## config.mk

```make
export PLATFORM = sky130hd
export DESIGN_NAME = cpu_axi_bridge
export DESIGN_NICKNAME = d
export VERILOG_FILES = /design/src/rtl/cpu_axi_bridge_pkg.sv /design/src/rtl/axi_rd_arb.sv /design/src/rtl/cpu_axi_bridge.sv
export SDC_FILE = /design/constraint.sdc
export NUM_CORES = 1
export LEC_CHECK = 0
export CORE_MARGIN = 2
export CORE_UTILIZATION = 30
export DETAILED_ROUTE_END_ITERATION = 7
export HOLD_SLACK_MARGIN = 0.1
export MAX_ROUTING_LAYER = met4
export RECOVER_POWER = 100
export SYNTH_ARGS = -nofsm -noshare
export SYNTH_HDL_FRONTEND = slang
export SYNTH_HIERARCHICAL = 1
export SYNTH_SLANG_ARGS = --single-unit
```

## constraint.sdc

```tcl
create_clock -name clk -period 6.07 [get_ports clk]
set_input_delay 1.5175 -clock clk [delete_from_list [all_inputs] [get_ports clk]]
set_output_delay 1.5175 -clock clk [all_outputs]
set_load 0.03 [all_outputs]
```

## src/rtl/cpu_axi_bridge_pkg.sv

```systemverilog
// Shared definitions for the CPU-to-AXI bridge: FSM state encodings, the
// default AXI IDs for fetch and load reads, sram size codes and a debug
// view of both FSMs.
package cpu_axi_bridge_pkg;

  // Read FSM states
  localparam logic [1:0] R_IDLE = 2'd0;
  localparam logic [1:0] R_AR   = 2'd1;
  localparam logic [1:0] R_R    = 2'd2;

  // Write FSM states
  localparam logic [1:0] W_IDLE = 2'd0;
  localparam logic [1:0] W_REQ  = 2'd1;
  localparam logic [1:0] W_B    = 2'd2;

  // Default read IDs
  localparam logic [3:0] INST_ID_DEF = 4'd0;
  localparam logic [3:0] DATA_ID_DEF = 4'd1;

  // sram size codes
  localparam logic [1:0] SIZE_BYTE = 2'd0;
  localparam logic [1:0] SIZE_HALF = 2'd1;
  localparam logic [1:0] SIZE_WORD = 2'd2;

  typedef struct packed {
    logic [1:0] rd_state;
    logic [1:0] wr_state;
  } dbg_state_t;

  // AXI size field from the sram size code.
  function automatic logic [2:0] axi_size(input logic [1:0] sram_size);
    return {1'b0, sram_size};
  endfunction

endpackage

```

## src/rtl/axi_rd_arb.sv

```systemverilog
// Read arbitration and read FSM (R_IDLE -> R_AR -> R_R -> R_IDLE).
// A pending load (already hazard-gated by the caller) beats a fetch.
// Ports:
//   clk, reset                         clock, synchronous active-high reset
//   inst_req/inst_addr                 fetch request
//   inst_addr_ok/inst_data_ok/rdata    fetch accept, fetch data pulse, data
//   load_req/load_addr/load_size       load request (store hazard resolved)
//   load_addr_ok                       load accepted this cycle
//   load_hit                           R beat for a load accepted this cycle
//   arid/araddr/arsize/arvalid/arready AR channel
//   rid/rdata/rvalid/rready            R channel
//   state                              read FSM state (debug)
// Handshakes: a transfer happens on a rising clk edge where valid and ready
// are both high; valid, once raised, holds with a stable payload until then.
module axi_rd_arb
  import cpu_axi_bridge_pkg::*;
#(
  parameter logic [3:0] INST_ID = INST_ID_DEF,
  parameter logic [3:0] DATA_ID = DATA_ID_DEF
) (
  input  logic        clk,
  input  logic        reset,
  input  logic        inst_req,
  input  logic [31:0] inst_addr,
  output logic        inst_addr_ok,
  output logic        inst_data_ok,
  output logic [31:0] inst_rdata,
  input  logic        load_req,
  input  logic [31:0] load_addr,
  input  logic [1:0]  load_size,
  output logic        load_addr_ok,
  output logic        load_hit,
  output logic [3:0]  arid,
  output logic [31:0] araddr,
  output logic [2:0]  arsize,
  output logic        arvalid,
  input  logic        arready,
  input  logic [3:0]  rid,
  input  logic [31:0] rdata,
  input  logic        rvalid,
  output logic        rready,
  output logic [1:0]  state
);

  logic idle;

  // Nothing is accepted while reset is asserted.
  assign idle         = (state == R_IDLE) && !reset;
  assign load_addr_ok = idle && load_req;
  assign inst_addr_ok = idle && inst_req && !load_req;

  assign arvalid  = (state == R_AR);
  assign rready   = (state == R_R);
  assign load_hit = (state == R_R) && rvalid && (rid == DATA_ID);

  always_ff @(posedge clk) begin
    if (reset) begin
      state        <= R_IDLE;
      arid         <= 4'd0;
      araddr       <= 32'd0;
      arsize       <= 3'd0;
      inst_data_ok <= 1'b0;
      inst_rdata   <= 32'd0;
    end else begin
      inst_data_ok <= 1'b0;
      case (state)
        R_IDLE: begin
          if (load_addr_ok) begin
            arid   <= DATA_ID;
            araddr <= load_addr;
            arsize <= axi_size(load_size);
            state  <= R_AR;
          end else if (inst_addr_ok) begin
            arid   <= INST_ID;
            araddr <= inst_addr;
            arsize <= axi_size(SIZE_WORD);
            state  <= R_AR;
          end
        end
        R_AR: if (arready) state <= R_R;
        R_R: begin
          if (rvalid) begin
            state <= R_IDLE;
            // Fetch data lands in its output register on the same edge
            // that raises data_ok, so it holds until the next fetch pulse.
            if (rid == INST_ID) begin
              inst_data_ok <= 1'b1;
              inst_rdata   <= rdata;
            end
          end
        end
        default: state <= R_IDLE;
      endcase
    end
  end

endmodule

```

## src/rtl/cpu_axi_bridge.sv

```systemverilog
// Bridges the core's inst/data sram-like ports onto one AXI3 master.
// Reads (fetch and load) go through axi_rd_arb; stores run the write FSM
// below (W_IDLE -> W_REQ -> W_B -> W_IDLE). One read and one write may be
// in flight together; a load is never accepted while a store is pending.
// Ports:
//   clk, reset                 clock, synchronous active-high reset
//   inst_sram_*                fetch port (read only)
//   data_sram_*                load/store port
//   ar*/r*/aw*/w*/b*           AXI3 master channels
//   dbg_state                  read and write FSM states
// Handshakes: a transfer happens on a rising clk edge where valid and ready
// are both high; valid, once raised, holds with a stable payload until then.
module cpu_axi_bridge
  import cpu_axi_bridge_pkg::*;
#(
  parameter logic [3:0] INST_ID = INST_ID_DEF,
  parameter logic [3:0] DATA_ID = DATA_ID_DEF
) (
  input  logic        clk,
  input  logic        reset,
  input  logic        inst_sram_req,
  input  logic [31:0] inst_sram_addr,
  output logic        inst_sram_addr_ok,
  output logic        inst_sram_data_ok,
  output logic [31:0] inst_sram_rdata,
  input  logic        data_sram_req,
  input  logic        data_sram_wr,
  input  logic [1:0]  data_sram_size,
  input  logic [3:0]  data_sram_wstrb,
  input  logic [31:0] data_sram_addr,
  input  logic [31:0] data_sram_wdata,
  output logic        data_sram_addr_ok,
  output logic        data_sram_data_ok,
  output logic [31:0] data_sram_rdata,
  output logic [3:0]  arid,
  output logic [31:0] araddr,
  output logic [2:0]  arsize,
  output logic        arvalid,
  input  logic        arready,
  input  logic [3:0]  rid,
  input  logic [31:0] rdata,
  input  logic        rvalid,
  output logic        rready,
  output logic [31:0] awaddr,
  output logic [2:0]  awsize,
  output logic        awvalid,
  input  logic        awready,
  output logic [31:0] wdata,
  output logic [3:0]  wstrb,
  output logic        wvalid,
  input  logic        wready,
  input  logic        bvalid,
  output logic        bready,
  output dbg_state_t  dbg_state
);

  logic [1:0]  r_state, w_state;
  logic        load_req, load_addr_ok, load_hit, store_ok;
  logic        aw_left, w_left, wr_done, rd_avail, rd_deliver;
  logic        rd_pend;
  logic [31:0] rd_buf;

  // RAW hazard: a load waits until no store is pending.
  assign load_req = data_sram_req && !data_sram_wr && (w_state == W_IDLE);
  assign store_ok = data_sram_req && data_sram_wr && (w_state == W_IDLE) && !reset;
  assign data_sram_addr_ok = store_ok || load_addr_ok;

  axi_rd_arb #(.INST_ID(INST_ID), .DATA_ID(DATA_ID)) u_rd (
    .clk          (clk),
    .reset        (reset),
    .inst_req     (inst_sram_req),
    .inst_addr    (inst_sram_addr),
    .inst_addr_ok (inst_sram_addr_ok),
    .inst_data_ok (inst_sram_data_ok),
    .inst_rdata   (inst_sram_rdata),
    .load_req     (load_req),
    .load_addr    (data_sram_addr),
    .load_size    (data_sram_size),
    .load_addr_ok (load_addr_ok),
    .load_hit     (load_hit),
    .arid         (arid),
    .araddr       (araddr),
    .arsize       (arsize),
    .arvalid      (arvalid),
    .arready      (arready),
    .rid          (rid),
    .rdata        (rdata),
    .rvalid       (rvalid),
    .rready       (rready),
    .state        (r_state)
  );

  assign bready    = (w_state == W_B);
  assign aw_left   = awvalid && !awready;
  assign w_left    = wvalid && !wready;
  assign dbg_state = '{rd_state: r_state, wr_state: w_state};

  // Data port completion: a store's B beat wins; a load that finishes in
  // the same cycle is parked in rd_buf and reported one cycle later.
  assign wr_done    = (w_state == W_B) && bvalid;
  assign rd_avail   = load_hit || rd_pend;
  assign rd_deliver = rd_avail && !wr_done;

  always_ff @(posedge clk) begin
    if (reset) begin
      w_state           <= W_IDLE;
      awaddr            <= 32'd0;
      awsize            <= 3'd0;
      awvalid           <= 1'b0;
      wdata             <= 32'd0;
      wstrb             <= 4'd0;
      wvalid            <= 1'b0;
      rd_pend           <= 1'b0;
      rd_buf            <= 32'd0;
      data_sram_data_ok <= 1'b0;
      data_sram_rdata   <= 32'd0;
    end else begin
      case (w_state)
        W_IDLE: begin
          if (store_ok) begin
            awaddr  <= data_sram_addr;
            awsize  <= axi_size(data_sram_size);
            wdata   <= data_sram_wdata;
            wstrb   <= data_sram_wstrb;
            awvalid <= 1'b1;
            wvalid  <= 1'b1;
            w_state <= W_REQ;
          end
        end
        W_REQ: begin
          awvalid <= aw_left;
          wvalid  <= w_left;
          if (!aw_left && !w_left) w_state <= W_B;
        end
        W_B: if (bvalid) w_state <= W_IDLE;
        default: w_state <= W_IDLE;
      endcase

      if (load_hit) rd_buf <= rdata;
      rd_pend           <= rd_avail && wr_done;
      data_sram_data_ok <= wr_done || rd_deliver;
      if (rd_deliver) data_sram_rdata <= rd_pend ? rd_buf : rdata;
    end
  end

endmodule

```

; Word-level counts from Yosys, hierarchy flattened
; Cells that the tools add are included.
[word_totals]
elab_cells = 90
regBits = 214
in_bits = 148
[op_classes]
n_eq_ne = 11
n_mux = 20
bitwise_logic = 2
n_reduce_logical = 40
[ops]
columns = op, n
row1 = two-way mux 32 bit, 3
row2 = logical AND 1 bit, 17
row3 = two-way mux 2 bit, 7
row4 = one-hot mux 2 bit (3 select lines), 2
row5 = AND reduction 3 bit, 3
row6 = zero test 1 bit, 8
row7 = two-way mux 4 bit, 2
row8 = "inequality test 2 bit, second input constant", 4
row9 = two-way mux 3 bit, 2
row10 = AND reduction 2 bit, 3
row11 = "== test 2 x 1 -> 1 bit, second input constant", 2
row12 = "== test 2 bit, second input constant", 2
row13 = "== test 4 x 1 -> 1 bit, second input constant", 1
row14 = zero test 2 bit, 2
row15 = zero test 4 bit, 1
row16 = one-hot mux 1 bit (2 select lines), 2
row17 = nonzero test 2 bit, 2
row18 = logical OR 1 bit, 3
row19 = "inequality test 3 bit, second input constant", 1
row20 = OR reduction 3 bit, 1
row21 = two-way mux 1 bit, 2
row22 = "inequality test 2 x 1 -> 1 bit, second input constant", 1
row23 = inverter 1 bit, 2

; Logic depth before layout (Yosys ltp)
[logic_depth]
depth_word = 8
depth_mapped = 9
depth_no_buf = 5

; Modules after synthesis
; Netlist, hierarchy kept.
[modules_own_cells]
columns = mod, cells_per_inst, area_each_um2, seq_area_each_um2, instances
row1 = cpu_axi_bridge, 587, 5313.8, 2802.7, 1
row2 = axi_rd_arb, 324, 3128.0, 1401.3, 1

; Worst setup path after synthesis
; No wires, ideal clock.
[synth_timing]
path_kind = input-to-output
start = in data_sram_wr
end = out inst_sram_addr_ok
n_path_buf = 2
arrival_time_ps = 2788
stages = 5
setup_slack_ps = 1764
required_ps = 4552
path_cell_list = nor4b_1 -> or3_1 -> buf_2 -> buf_6 -> nor2_1
[synth_via]
elab_chain_cells = 5
[synth_lines]
columns = item, line_no
row1 = start: declaration, cpu_axi_bridge.sv:27  ; input logic data_sram_wr,
row2 = zero test 1 bit, cpu_axi_bridge.sv:64  ; assign load_req = data_sram_req && !data_sram_wr && (w_state == W_IDLE);
row3 = logical AND 1 bit (2 in series), cpu_axi_bridge.sv:64
row4 = zero test 1 bit, axi_rd_arb.sv:50  ; assign inst_addr_ok = idle && inst_req && !load_req;
row5 = logical AND 1 bit, axi_rd_arb.sv:50
row6 = end: declaration, cpu_axi_bridge.sv:23  ; output logic inst_sram_addr_ok,
; Every way passes these cells.

; Worst setup path in the final report
[layout_timing]
start = in data_sram_req
end = out data_sram_addr_ok
[layout_via]
elab_chain_cells = 4
[layout_lines]
columns = item, line_no
row1 = start: declaration, cpu_axi_bridge.sv:26  ; input logic data_sram_req,
row2 = logical AND 1 bit (2 in series), cpu_axi_bridge.sv:64
row3 = net load_req, cpu_axi_bridge.sv:58  ; logic load_req, load_addr_ok, load_hit, store_ok;
row4 = logical AND 1 bit, axi_rd_arb.sv:49  ; assign load_addr_ok = idle && load_req;
row5 = net load_addr_ok, cpu_axi_bridge.sv:58
row6 = logical OR 1 bit, cpu_axi_bridge.sv:66  ; assign data_sram_addr_ok = store_ok || load_addr_ok;
row7 = end: declaration, cpu_axi_bridge.sv:32  ; output logic data_sram_addr_ok,
; The timed path passes the listed nets, and every way through them passes these cells.

==> flow_metrics.env <==
export IMPL_drt_iter0_drc=360
export IMPL_ctsHoldBuffers=0
export IMPL_ys_types=36
export IMPL_synth_edf_count=0
export IMPL_grt_max_degree=112
export IMPL_numCtsBuffers=25
export IMPL_die_width_um=172
export IMPL_fillerInstances=2750
export IMPL_irDropWorstVdd_v=0.000183
export IMPL_fmax_mhz=190
export IMPL_start_util=0.304
export IMPL_io_pins=335
export IMPL_status="complete, but fails checks"
export IMPL_area_growth_synth_to_final_pct=49.8
export IMPL_crit_fanout=8
export IMPL_slew_violations=311
export IMPL_cts_tree="yes"
export IMPL_holdWs_ns=0.449
export IMPL_violations="max-capacitance violations, max-slew violations"
export IMPL_fin_nets=1350
export IMPL_timing_setup_tns_ns=0
export IMPL_cts_sinks=210
export IMPL_vias_per_cell=4.66
export IMPL_period_share=0.867
export IMPL_core_sq_mm=0.0278
export IMPL_async_flop_share=0
export IMPL_syn_inst=911
export IMPL_dp_hpwl_um=18500
export IMPL_fin_crit_ns=5.26
export IMPL_grt_total_usage=0.182
export IMPL_cts_htree_levels=1
export IMPL_fin_area_sq_mm=0.0126
export IMPL_die_area_sq_mm=0.0295
export IMPL_netlist_area_sq_mm=0.00844
export IMPL_start_kind="input pin"
export IMPL_clkTransAtPathRegs_ns=0.05
export IMPL_finalClockSkew_ns=0.0155
export IMPL_synthTopCellsByCount="dfxtp_1 (210), nand2_1 (143), a21oi_1 (141)"
export IMPL_worstPathRequired_ns=4.55
export IMPL_yosysMostFrequentCell="dfxtp_1"
export IMPL_vias=7451
export IMPL_ys_seq_area_frac=0.498
export IMPL_cts_resized=0
export IMPL_grt_pass1_vias=7062
export IMPL_detail_route_wl_per_cell_um=17.1
export IMPL_antenna_found_initial=2
export IMPL_grt_pass1_wl_um=41000
export IMPL_die_h_um=172
export IMPL_min_path_type="reg -> reg"
export IMPL_drc_errors=0
export IMPL_synth_top_area_frac=0.498
export IMPL_path_class="in -> out"
export IMPL_crit_arrival_ns=3.75
export IMPL_ys_ff_latch=210
export IMPL_drt_total_wl_um=27300
export IMPL_rsz0062_at_grt="no"
export IMPL_worst_slew_pin_slew_ns=3.52
export IMPL_finalSetupViolCount=0
export IMPL_yosysWarnings=6
export IMPL_synth_ff_type="dfxtp_1"
export IMPL_power_leakage_nw=4.96
export IMPL_finalHoldViolCount=0
export IMPL_gp_congestion=0.754
export IMPL_detail_route_antenna_nets=0
export IMPL_drt_pass1_iterations=6
export IMPL_insertion_delay_ns=0.52
export IMPL_rows=61
export IMPL_io_buffers=329
export IMPL_placed_cell_area_sq_mm=0.0119
export IMPL_root_buffer="clkbuf_16"
export IMPL_synth_area_per_cell_sq_um=9.27
export IMPL_end_kind="output pin"
export IMPL_drive_gt1_frac=0.0451
export IMPL_cts_buffer_depth=3
export IMPL_yosysTopAreaCell="dfxtp_1"
export IMPL_pwr_density_cell_mw_per_mm2=270
export IMPL_ys_top_cells_by_area="dfxtp_1 (50%), mux2i_1 (11%), a21oi_1 (8.4%)"
export IMPL_maxCapViolCount=6
export IMPL_cts_setup_buffers=0
export IMPL_grt_ovfl_total=0
export IMPL_slew_headroom=-1.35
-- final timing paths --
kind	start	endpoint	slack [ns]	cells past startpoint
setup / recovery	data_sram_req	data_sram_addr_ok	0.81	7
hold / removal	wdata[17]	wdata[17]	0.45	2
setup reg to reg	u_rd/state[1]	data_sram_rdata[24]	2.04	6
hold reg to reg	wdata[17]	wdata[17]	0.45	2
-- per-layer routing --
layer,global-route usage,up-vias,share of wire
met2,0.294,260,0.46
met5,-,-,0
li1,-,3685,-
met3,0.0621,36,0.092
met4,0.0354,0,0.018
met1,0.221,3470,0.43
-- report_power, final --
part / switching [mW] / internal [mW] / leakage, nW
sequential: 0.0264 / 1.42 / 1.71
clock: 0.602 / 0.905 / 0.397
combinational: 0.256 / 0.203 / 2.85
total: 0.885 / 2.53 / 4.96
-- metrics by stage --
stage               instances  total power, mW  utilization  setup slack [ns]
finish                   1600             3.42        0.455             0.806
global placement         1553             1.96        0.428              1.02
floorplan                 914             1.73            -              1.76
detailed placement       1553             1.97        0.428              1.03
global route             1600             3.56        0.455             0.603
CTS                      1598             3.49        0.457              1.02
-- state kept, by name, summed over array words and instances, names as in the netlist --
register           count
awsize                 2
u_rd/arsize            2
wstrb                  4
data_sram_rdata       32
w_state                2
u_rd/araddr           32
wvalid                 1
u_rd/state             2
u_rd/inst_data_ok      1
wdata                 32
rd_pend                1
awaddr                32
awvalid                1
u_rd/inst_rdata       32
data_sram_data_ok      1
u_rd/arid              1
rd_buf                32
-- cells in the final DEF, fill, tap and decap left out, drive strengths merged --
cell type	count
or3b	1
nand3b	1
mux2i	96
a211oi	32
dfxtp	210
and2	1
o21ai	5
o221a	31
a2111oi	1
and4bb	1
nor3b	1
a21oi	141
o21bai	1
nor2	38
o31ai	1
nor2b	4
a2bb2oi	1
dlygate4sd3	184
clkdlybuf4s50	144
nor4	1
nand2b	68
clkbuf	45
inv	39
or2	2
bufinv	2
clkinvlp	2
nand4bb	2
nor4b	2
nand2	143
clkinv	3
a221oi	2
or3	1
buf	5
diode	2
a21o	1
nor3	3
conb	5
-- kinds of logic after synthesis --
logic type,after synthesis,synth area share
DFF,210,0.498
other,2,0.000890
and+or+nand+nor,269,0.151
buffers and inverters,118,0.0726
muxes,96,0.114
AOI/OAI and AO/OA,216,0.163
-- critical path: stages --
cell and delay (ns):
dlygate4sd3_1 0.58, nor4b_1 0.24, clkbuf_1 0.33, nand2_1 0.11, nor2_1 0.09, o21bai_1 0.10, dlygate4sd3_1 0.77
-- cell type report --
class / count / area [sq um] / share of cell area
diodes: 2 / 5.00 / 0.000396
clock inverters: 8 / 98.8 / 0.00782
multi-input cells: 586 / 3640 / 0.288
repair buffers: 341 / 3360 / 0.265
flip-flops and latches: 210 / 4210 / 0.333
clock buffers: 37 / 721 / 0.0570
inverters: 38 / 143 / 0.0113
well taps: 378 / 473 / 0.0374
Power figures use the tool's default switching activity.
